--- config.mk ---
export PLATFORM = sky130hd
export DESIGN_NAME = kernel_cra_bridge
export DESIGN_NICKNAME = d
export VERILOG_FILES = /design/src/rtl/kernel_cra_bridge.sv
export SDC_FILE = /design/constraint.sdc
export NUM_CORES = 1
export LEC_CHECK = 0
export ABC_AREA = 1
export CAP_MARGIN = 10
export CORE_MARGIN = 2
export CORE_UTILIZATION = 44
export CTS_CLUSTER_DIAMETER = 80
export DETAILED_ROUTE_END_ITERATION = 12
export PLACE_DENSITY = 0.8
export SLEW_MARGIN = 20
export SYNTH_ARGS = -nofsm -noshare
export SYNTH_HDL_FRONTEND = slang
export SYNTH_SLANG_ARGS = --single-unit
--- constraint.sdc ---
create_clock -name clk -period 2.06 [get_ports clk]
set_clock_uncertainty 0.1 [all_clocks]
set_input_delay 0.412 -clock clk [delete_from_list [all_inputs] [get_ports clk]]
set_output_delay 0.412 -clock clk [all_outputs]
set_load 0.03 [all_outputs]
--- src/rtl/kernel_cra_bridge.sv ---
// Host Avalon-MM slave that forwards single-word MMIO accesses to a kernel CRA master,
// one transaction at a time, with a timeout/abort path so the host can never stall.
module kernel_cra_bridge #(
   parameter int unsigned           ADDR_WIDTH     = 30,
   parameter int unsigned           DATA_WIDTH     = 64,
   parameter int unsigned           BYTEEN_WIDTH   = 8,
   parameter int unsigned           TIMEOUT_CYCLES = 1024,
   parameter logic [DATA_WIDTH-1:0] TIMEOUT_DATA   = 64'hDEAD_BEEF_DEAD_BEEF,
   parameter int unsigned           CNT_WIDTH      = 16
) (
   input  logic                    clk,
   input  logic                    reset_n,
   input  logic                    kernel_reset_n,
   input  logic [ADDR_WIDTH-1:0]   h_address,
   input  logic                    h_read,
   input  logic                    h_write,
   input  logic [DATA_WIDTH-1:0]   h_writedata,
   input  logic [BYTEEN_WIDTH-1:0] h_byteenable,
   output logic                    h_waitrequest,
   output logic [DATA_WIDTH-1:0]   h_readdata,
   output logic                    h_readdatavalid,
   output logic [ADDR_WIDTH-1:0]   kernel_cra_address,
   output logic                    kernel_cra_read,
   output logic                    kernel_cra_write,
   output logic [DATA_WIDTH-1:0]   kernel_cra_writedata,
   output logic [BYTEEN_WIDTH-1:0] kernel_cra_byteenable,
   output logic                    kernel_cra_burstcount,
   output logic                    kernel_cra_debugaccess,
   input  logic                    kernel_cra_waitrequest,
   input  logic [DATA_WIDTH-1:0]   kernel_cra_readdata,
   input  logic                    kernel_cra_readdatavalid,
   output logic                    timeout_pulse,
   output logic [CNT_WIDTH-1:0]    timeout_count
);

   localparam int unsigned TimerWidth = $clog2(TIMEOUT_CYCLES);
   localparam logic [TimerWidth-1:0] TimerMax = TimerWidth'(TIMEOUT_CYCLES - 1);

   typedef enum logic [1:0] {StIdle, StReq, StRdWait, StDone} state_e;

   state_e                  state_q, state_d;
   logic [ADDR_WIDTH-1:0]   addr_q, addr_d;
   logic [DATA_WIDTH-1:0]   wdata_q, wdata_d;
   logic [BYTEEN_WIDTH-1:0] be_q, be_d;
   logic                    is_read_q, is_read_d;
   logic [TimerWidth-1:0]   timer_q, timer_d;
   logic                    stale_q, stale_d;
   logic [DATA_WIDTH-1:0]   rdata_q, rdata_d;
   logic                    rvalid_q, rvalid_d;
   logic [CNT_WIDTH-1:0]    tcount_q, tcount_d;
   logic                    issue, accepted, timer_expired, abort;

   // A read waits with its strobe low while a late response from an aborted read is owed.
   assign issue         = (state_q == StReq) && !(is_read_q && stale_q);
   assign accepted      = issue && !kernel_cra_waitrequest;
   assign timer_expired = (timer_q == TimerMax);

   assign kernel_cra_read        = issue && is_read_q;
   assign kernel_cra_write       = issue && !is_read_q;
   assign kernel_cra_address     = addr_q;
   assign kernel_cra_writedata   = wdata_q;
   assign kernel_cra_byteenable  = be_q;
   assign kernel_cra_burstcount  = 1'b1;
   assign kernel_cra_debugaccess = 1'b0;
   assign h_waitrequest          = (state_q != StIdle);
   assign h_readdata             = rdata_q;
   assign h_readdatavalid        = rvalid_q;
   assign timeout_count          = tcount_q;

   always_comb begin
      state_d       = state_q;
      addr_d        = addr_q;
      wdata_d       = wdata_q;
      be_d          = be_q;
      is_read_d     = is_read_q;
      timer_d       = timer_q;
      stale_d       = stale_q;
      rdata_d       = rdata_q;
      rvalid_d      = 1'b0;
      tcount_d      = tcount_q;
      abort         = 1'b0;
      timeout_pulse = 1'b0;

      if (stale_q && kernel_cra_readdatavalid) stale_d = 1'b0;
      if ((state_q == StReq || state_q == StRdWait) && !timer_expired) begin
         timer_d = timer_q + 1'b1;
      end

      unique case (state_q)
         StIdle: begin
            if (h_read || h_write) begin
               addr_d    = h_address;
               wdata_d   = h_writedata;
               be_d      = h_byteenable;
               is_read_d = h_read;
               timer_d   = '0;
               if (kernel_reset_n) begin
                  state_d = StReq;
               end else begin
                  state_d = StDone;
                  if (h_read) begin
                     rvalid_d = 1'b1;
                     rdata_d  = TIMEOUT_DATA;
                  end
               end
            end
         end
         StReq: begin
            if (accepted) begin
               if (!is_read_q) begin
                  state_d = StIdle;
               end else if (kernel_cra_readdatavalid) begin
                  rvalid_d = 1'b1;
                  rdata_d  = kernel_cra_readdata;
                  state_d  = StIdle;
               end else begin
                  state_d = StRdWait;
               end
            end else if (timer_expired) begin
               abort = 1'b1;
            end
         end
         StRdWait: begin
            if (kernel_cra_readdatavalid) begin
               rvalid_d = 1'b1;
               rdata_d  = kernel_cra_readdata;
               state_d  = StIdle;
            end else if (timer_expired) begin
               abort   = 1'b1;
               stale_d = 1'b1;
            end
         end
         StDone: state_d = StIdle;
      endcase

      if (abort) begin
         timeout_pulse = 1'b1;
         state_d       = StIdle;
         if (tcount_q != '1) tcount_d = tcount_q + 1'b1;
         if (is_read_q) begin
            rvalid_d = 1'b1;
            rdata_d  = TIMEOUT_DATA;
         end
      end
   end

   always_ff @(posedge clk or negedge reset_n) begin
      if (!reset_n) begin
         state_q   <= StIdle;
         addr_q    <= '0;
         wdata_q   <= '0;
         be_q      <= '0;
         is_read_q <= 1'b0;
         timer_q   <= '0;
         stale_q   <= 1'b0;
         rdata_q   <= '0;
         rvalid_q  <= 1'b0;
         tcount_q  <= '0;
      end else begin
         state_q   <= state_d;
         addr_q    <= addr_d;
         wdata_q   <= wdata_d;
         be_q      <= be_d;
         is_read_q <= is_read_d;
         timer_q   <= timer_d;
         stale_q   <= stale_d;
         rdata_q   <= rdata_d;
         rvalid_q  <= rvalid_d;
         tcount_q  <= tcount_d;
      end
   end

endmodule
# Word level (Yosys, flattened, before mapping)
# Index checks and enable logic that the tools add are counted.
dict set report word_totals {
  out_inout_bits 189
  inputBits 173
  register_bits 197
}
dict set report op_classes {
  n_mux 38
  n_addsub 2
  n_reduce_logical 18
  n_eq_ne 8
}
# op n
set ops {}
lappend ops {{$mux 64} 8}
lappend ops {{$pmux 64 s3} 1}
lappend ops {{$mux 10} 3}
lappend ops {{$add 16x1->16 const B} 1}
lappend ops {{$mux 1} 16}
lappend ops {{$ne 16x16->1 const B} 1}
lappend ops {{$mux 2} 7}
lappend ops {{$add 10x1->10 const B} 1}
lappend ops {{$eq 10x10->1 const B} 1}
lappend ops {{$ne 3x3->1 const B} 3}
lappend ops {{$pmux 2 s4} 1}
lappend ops {{$logic_and 1x1->1} 7}
lappend ops {{$eq 2x2->1 const B} 2}
lappend ops {{$logic_not 1->1} 4}
lappend ops {{$reduce_and 2->1} 2}
lappend ops {{$pmux 1 s3} 1}
lappend ops {{$reduce_and 3->1} 1}
lappend ops {{$eq 2x1->1 const B} 1}
lappend ops {{$logic_not 2->1} 1}
lappend ops {{$logic_or 1x1->1} 2}
lappend ops {{$pmux 1 s2} 1}
lappend ops {{$reduce_bool 2->1} 1}

# Depth between registers and ports, before layout
dict set report depth {
  ltp_word 8
  mapped_depth 13
  depth_no_buf 11
}

# Worst setup path after synthesis
# No wires, ideal clock.
dict set report synth_timing {
  kind {reg2out}
  startpoint {register state_q[1]}
  endpoint {output port timeout_pulse}
  stages_incl_launch_ff 9
  setup_slack_ns 0.181
  required_time_ns 1.548
  arrival_time_ns 1.367
  cell_sequence {dfrtp_1 > inv_1 > ha_1 > inv_1 > nand2_1 > nand2_1 > nor2_2 > buf_6 > buf_6}
}
dict set report synth_between {
  elab_chain_cells 6
}
# item line
set synth_lines {}
lappend synth_lines {{start, declared} 41} ;# state_e state_q, state_d;
lappend synth_lines {{start signal, assigned} 149} ;# state_q <= StIdle;
lappend synth_lines {{start signal, assigned} 160} ;# state_q <= state_d;
lappend synth_lines {{$eq 2x1->1} {54, 89}}
lappend synth_lines {{$logic_and 1x1->1} 54} ;# assign issue = (state_q == StReq) && !(is_read_q && stale_q);
lappend synth_lines {{$logic_and 1x1->1} 55} ;# assign accepted = issue && !kernel_cra_waitrequest;
lappend synth_lines {{$mux 1} 109} ;# if (accepted) begin
lappend synth_lines {{$pmux 1 s2 (*)} 89} ;# unique case (state_q)
lappend synth_lines {{$mux 1 (*)} 136} ;# if (abort) begin
lappend synth_lines {{end, declared} 32} ;# output logic timeout_pulse,
# Every way passes the cells marked *; elsewhere a longest branch is shown, timed or not.

# Worst setup path after layout
dict set report layout_timing {
  startpoint {register state_q[0]}
  endpoint {output port timeout_pulse}
}
# The elaborated chain is that of the path after synthesis.

==> reports/metrics.csv <==
stage;metric;value;unit
routing;wl_met1;11200;um
finish;fin_area;14200;um2
placed_design;placed_cell_area;13400;um2
finish;final_core_util;0.679;
finish;diodes;0;
floorplanning;core.rowCount;53;
power_and_ir_drop;p_leak;7.50;nW
routing;via_per_inst;4.90;
logic_synthesis;synthCells;1189;
logic_synthesis;postSynthNetCount;1368;
logic_synthesis;yosysSeqAreaShare;0.527;
routing;topRoutingLayerUsed;met5;
floorplanning;dieWidth;150;um
status;violations;setup timing;
global_route;grt_max_degree;64;
placed_design;portBuffers;359;
clock_tree;clockBufferDepth;2;
sta;layout_setup_ws;-0.0973;ns
global_route;grt_pass1_wl;46500;um
floorplanning;die_h;150;um
global_route;antenna_found_initial;1;
placed_design;hpwl;21300;um
power_and_ir_drop;power.total;23.0;mW
logic_synthesis;ys_warn_count;0;
placed_design;gp_congestion;0.899;
power_and_ir_drop;power.switching;10.7;mW
sta;finalSetupViolations;3;
sta;fin_crit;2.16;ns
worst_setup_path;cpMostUsedCell;nand2_4;
worst_setup_path;cp.arrival;1.65;ns
routing;wl;29600;um
worst_setup_path;crit_chain;inv_2 > ha_4 > nand2_4 > nand2_4 > nand2_4 > nor2_4 > buf_6;
floorplanning;initial_core_util;0.446;
clock_tree;cts_buffers;17;
logic_synthesis;ys_ff_latch;197;
global_route;grt_pass1_vias;9051;
sta;hold_violations;0;
sta;rsz0062_at_grt;true;
clock_tree;clkLatencyLatePin;0.43;ns
clock_tree;cts_tree;built;
routing;wl_met3;2650;um
clock_tree;path_clk_slew;0.08;ns
routing;wire_per_inst;16.0;um
worst_setup_path;reg2reg_slack;0.13;ns
floorplanning;ios;362;
power_and_ir_drop;seqPwrFrac;0.290;
global_route;grtUsageTotal;0.263;
logic_synthesis;yosys.cell_types.count;36;
floorplanning;core_area;21000;um2
sta;drv_slew;0;
finish;areaGrowthSynthToFinish;52.2;%
floorplanning;die-area;22400;um2
routing;drt_iter0_drc;520;
clock_tree;cts_sinks;197;
worst_setup_path;crit_path_top_delay_cell;dfrtp_1;
power_and_ir_drop;max-vdd-ir-drop;0.000870;V
routing;antenna_left;0;
logic_synthesis;syn_avg_cell_area;7.86;um2
worst_setup_path;worst-path-max-fanout;3;
worst_setup_path;crit_family;flip-flops;
logic_synthesis;synth_area;9350;um2
flow_run;drv_cap;0;
routing;route.met2.wl;14800;um
finish;fin_nets;1736;
clock_tree;cts_htree_levels;4;
worst_setup_path;cp-startpoint;state_q[0];
power_and_ir_drop;power-per-cell-area;1620;nW/um2
worst_setup_path;endpoint_kind;primary output;
power_and_ir_drop;switching_share;0.463;
worst_setup_path;worst-path-buf-inv;2;
worst_setup_path;max_stage_delay;0.41;ns
worst_setup_path;r2r_start;state_q[0];
status;status;finished with violations;
power_and_ir_drop;comb_power_share;0.560;
worst_setup_path;path_class;flip-flop to primary output;
clock_tree;cts_root_buf;clkbuf_16;
finish;layout-drive-gt1-share;0.109;
worst_hold_path;hold_class;input pin to async pin;
global_route;grt-ovfl-total;0;
sta;fin_crit_sh;1.05;
sta;max_freq;0.464;GHz
worst_setup_path;start_kind;flip-flop;
routing;route.detailed.drc;0;
power_and_ir_drop;p_clk_frac;0.150;
routing;dr_total_vias;9037;
power_and_ir_drop;intPower;12.3;mW
worst_setup_path;crit_required;1.55;ns
routing;drt_pre_antenna_iters;7;
==> layout make-up <==
class                   count  area, um2
fillers                  1688       6720
flip-flops and latches    197       4930
repair buffers            411       4180
multi-input cells         872       3950
clock buffers              19        453
well taps                 275        344
inverters                  58        219
clock inverters            13        155
==> cell usage in the layout, fill, tap and decap left out, types with 3 or more instances in the layout <==
| cell type | n |
|---|---|
| nand2_2 | 8 |
| dlymetal6s2s_1 | 24 |
| a21oi_1 | 32 |
| dfrtp_1 | 197 |
| a22oi_2 | 10 |
| clkdlybuf4s50_1 | 294 |
| nor2_1 | 31 |
| dlygate4sd2_1 | 36 |
| nor3_1 | 4 |
| nor2_2 | 5 |
| xor2_1 | 3 |
| buf_4 | 38 |
| clkbuf_16 | 17 |
| o21ai_0 | 26 |
| buf_6 | 3 |
| nand2_1 | 631 |
| inv_1 | 50 |
| a22oi_1 | 8 |
| nand3_2 | 7 |
| xnor2_1 | 6 |
| inv_6 | 7 |
| ha_4 | 3 |
| or2_2 | 30 |
| inv_2 | 6 |
| nand2_4 | 4 |
| buf_12 | 14 |
| nand4_1 | 12 |
| clkbuf_8 | 3 |
| nand3_1 | 31 |
==> what timing repair did <==
item | CTS | global route
buffers inserted | 6 | 6
pin swaps | 3 | 7
hold buffers | 1 | 0
setup endpoints to repair | 39 | 26
hold endpoints to repair | 33 | 0
gates resized for setup | 50 | 34
==> cell families (layout without fill, tap and decap cells) <==
kind of cell             after synthesis  after routing  synth area share
other                                  2              2          0.000803
adder cells (fa/ha/maj)                6              6           0.00803
XOR/XNOR                               9              9           0.00843
buffers and inverters                120            501            0.0609
AO/OA/AOI/OAI                         86             86            0.0594
flip-flops                           197            197             0.527
AND/OR/NAND/NOR                      769            769             0.335
==> power groups by stage <==
stage | logic, mW | registers [mW] | clock network [mW]
3_5_place_dp | 12.8 | 6.72 | 0
3_3_place_gp | 12.5 | 6.64 | 0
6_report | 12.9 | 6.66 | 3.45
2_1_floorplan | 4.28 | 9.68 | 0
4_1_cts | 12.8 | 6.67 | 3.50
5_1_grt | 13.9 | 6.86 | 3.68
==> routing by layer <==
layer / vias up / track usage
li1: 4409 / -
met3: 60 / 0.0768
met2: 360 / 0.461
met1: 4206 / 0.308
met4: 2 / 0.0873
met5: - / 0
==> sequential cells by signal, indices dropped and copies added, names as in the netlist <==
| register | flops |
|---|---|
| stale_q | 1 |
| timer_q | 10 |
| h_readdata | 64 |
| kernel_cra_address | 30 |
| timeout_count | 16 |
| h_readdatavalid | 1 |
| kernel_cra_byteenable | 8 |
| state_q | 2 |
| is_read_q | 1 |
| kernel_cra_writedata | 64 |
==> cell usage after synthesis <==
library cell  number  area [um2]
nand2_2            7        43.8
inv_2              5        18.8
a21oi_1           32         160
xor2_1             3        26.3
o21bai_1           1        7.51
dfrtp_1          197        4930
nand3_2            4        40.0
nand2_4            1        11.3
nand4_1           12        75.1
xnor2_1            6        52.6
o22ai_1            1        6.26
o21ai_1            2        10.0
buf_2             17        85.1
nand3b_1           1        7.51
nand2_1          635        2380
a22oi_1            8        60.1
nand4_4            1        21.3
a22oi_2           10         125
a41oi_1            1        8.76
nor3_1             4        20.0
buf_4             10        75.1
ha_1               6        75.1
buf_6              8        90.1
o21bai_2           2        22.5
or2_0              1        6.26
o21ai_0           26         130
nand3_1           35         175
conb_1             2        7.51
nor2_1            32         120
a211oi_1           1        7.51
nor2_2             5        31.3
or2_2             30         188
inv_1             53         199
clkbuf_1          27         101
nor2_4             1        11.3
a21oi_2            2        17.5
==> per-stage QoR <==
step / hold WS (ns) / instances / setup TNS, ns / setup WS (ns)
floorplan: 0.0164 / 1189 / 0 / 0.181
global placement: 0.280 / 1800 / -0.0170 / -0.0170
detailed placement: 0.284 / 1800 / -0.210 / -0.0503
CTS: 0.377 / 1839 / -0.0493 / -0.0493
global route: 0.398 / 1845 / -0.321 / -0.148
finish: 0.367 / 1845 / -0.171 / -0.0973
==> final timing paths <==
check / to / cells after the start
max in group asynchronous: h_readdata[36] / 3
min in group clk: kernel_cra_address[23] / 2
max: timeout_pulse / 7
min: timeout_count[3] / 2
min reg2reg: kernel_cra_address[23] / 2
max reg2reg: h_readdata[1] / 13
Note: power is estimated with default switching activity, not from simulation.
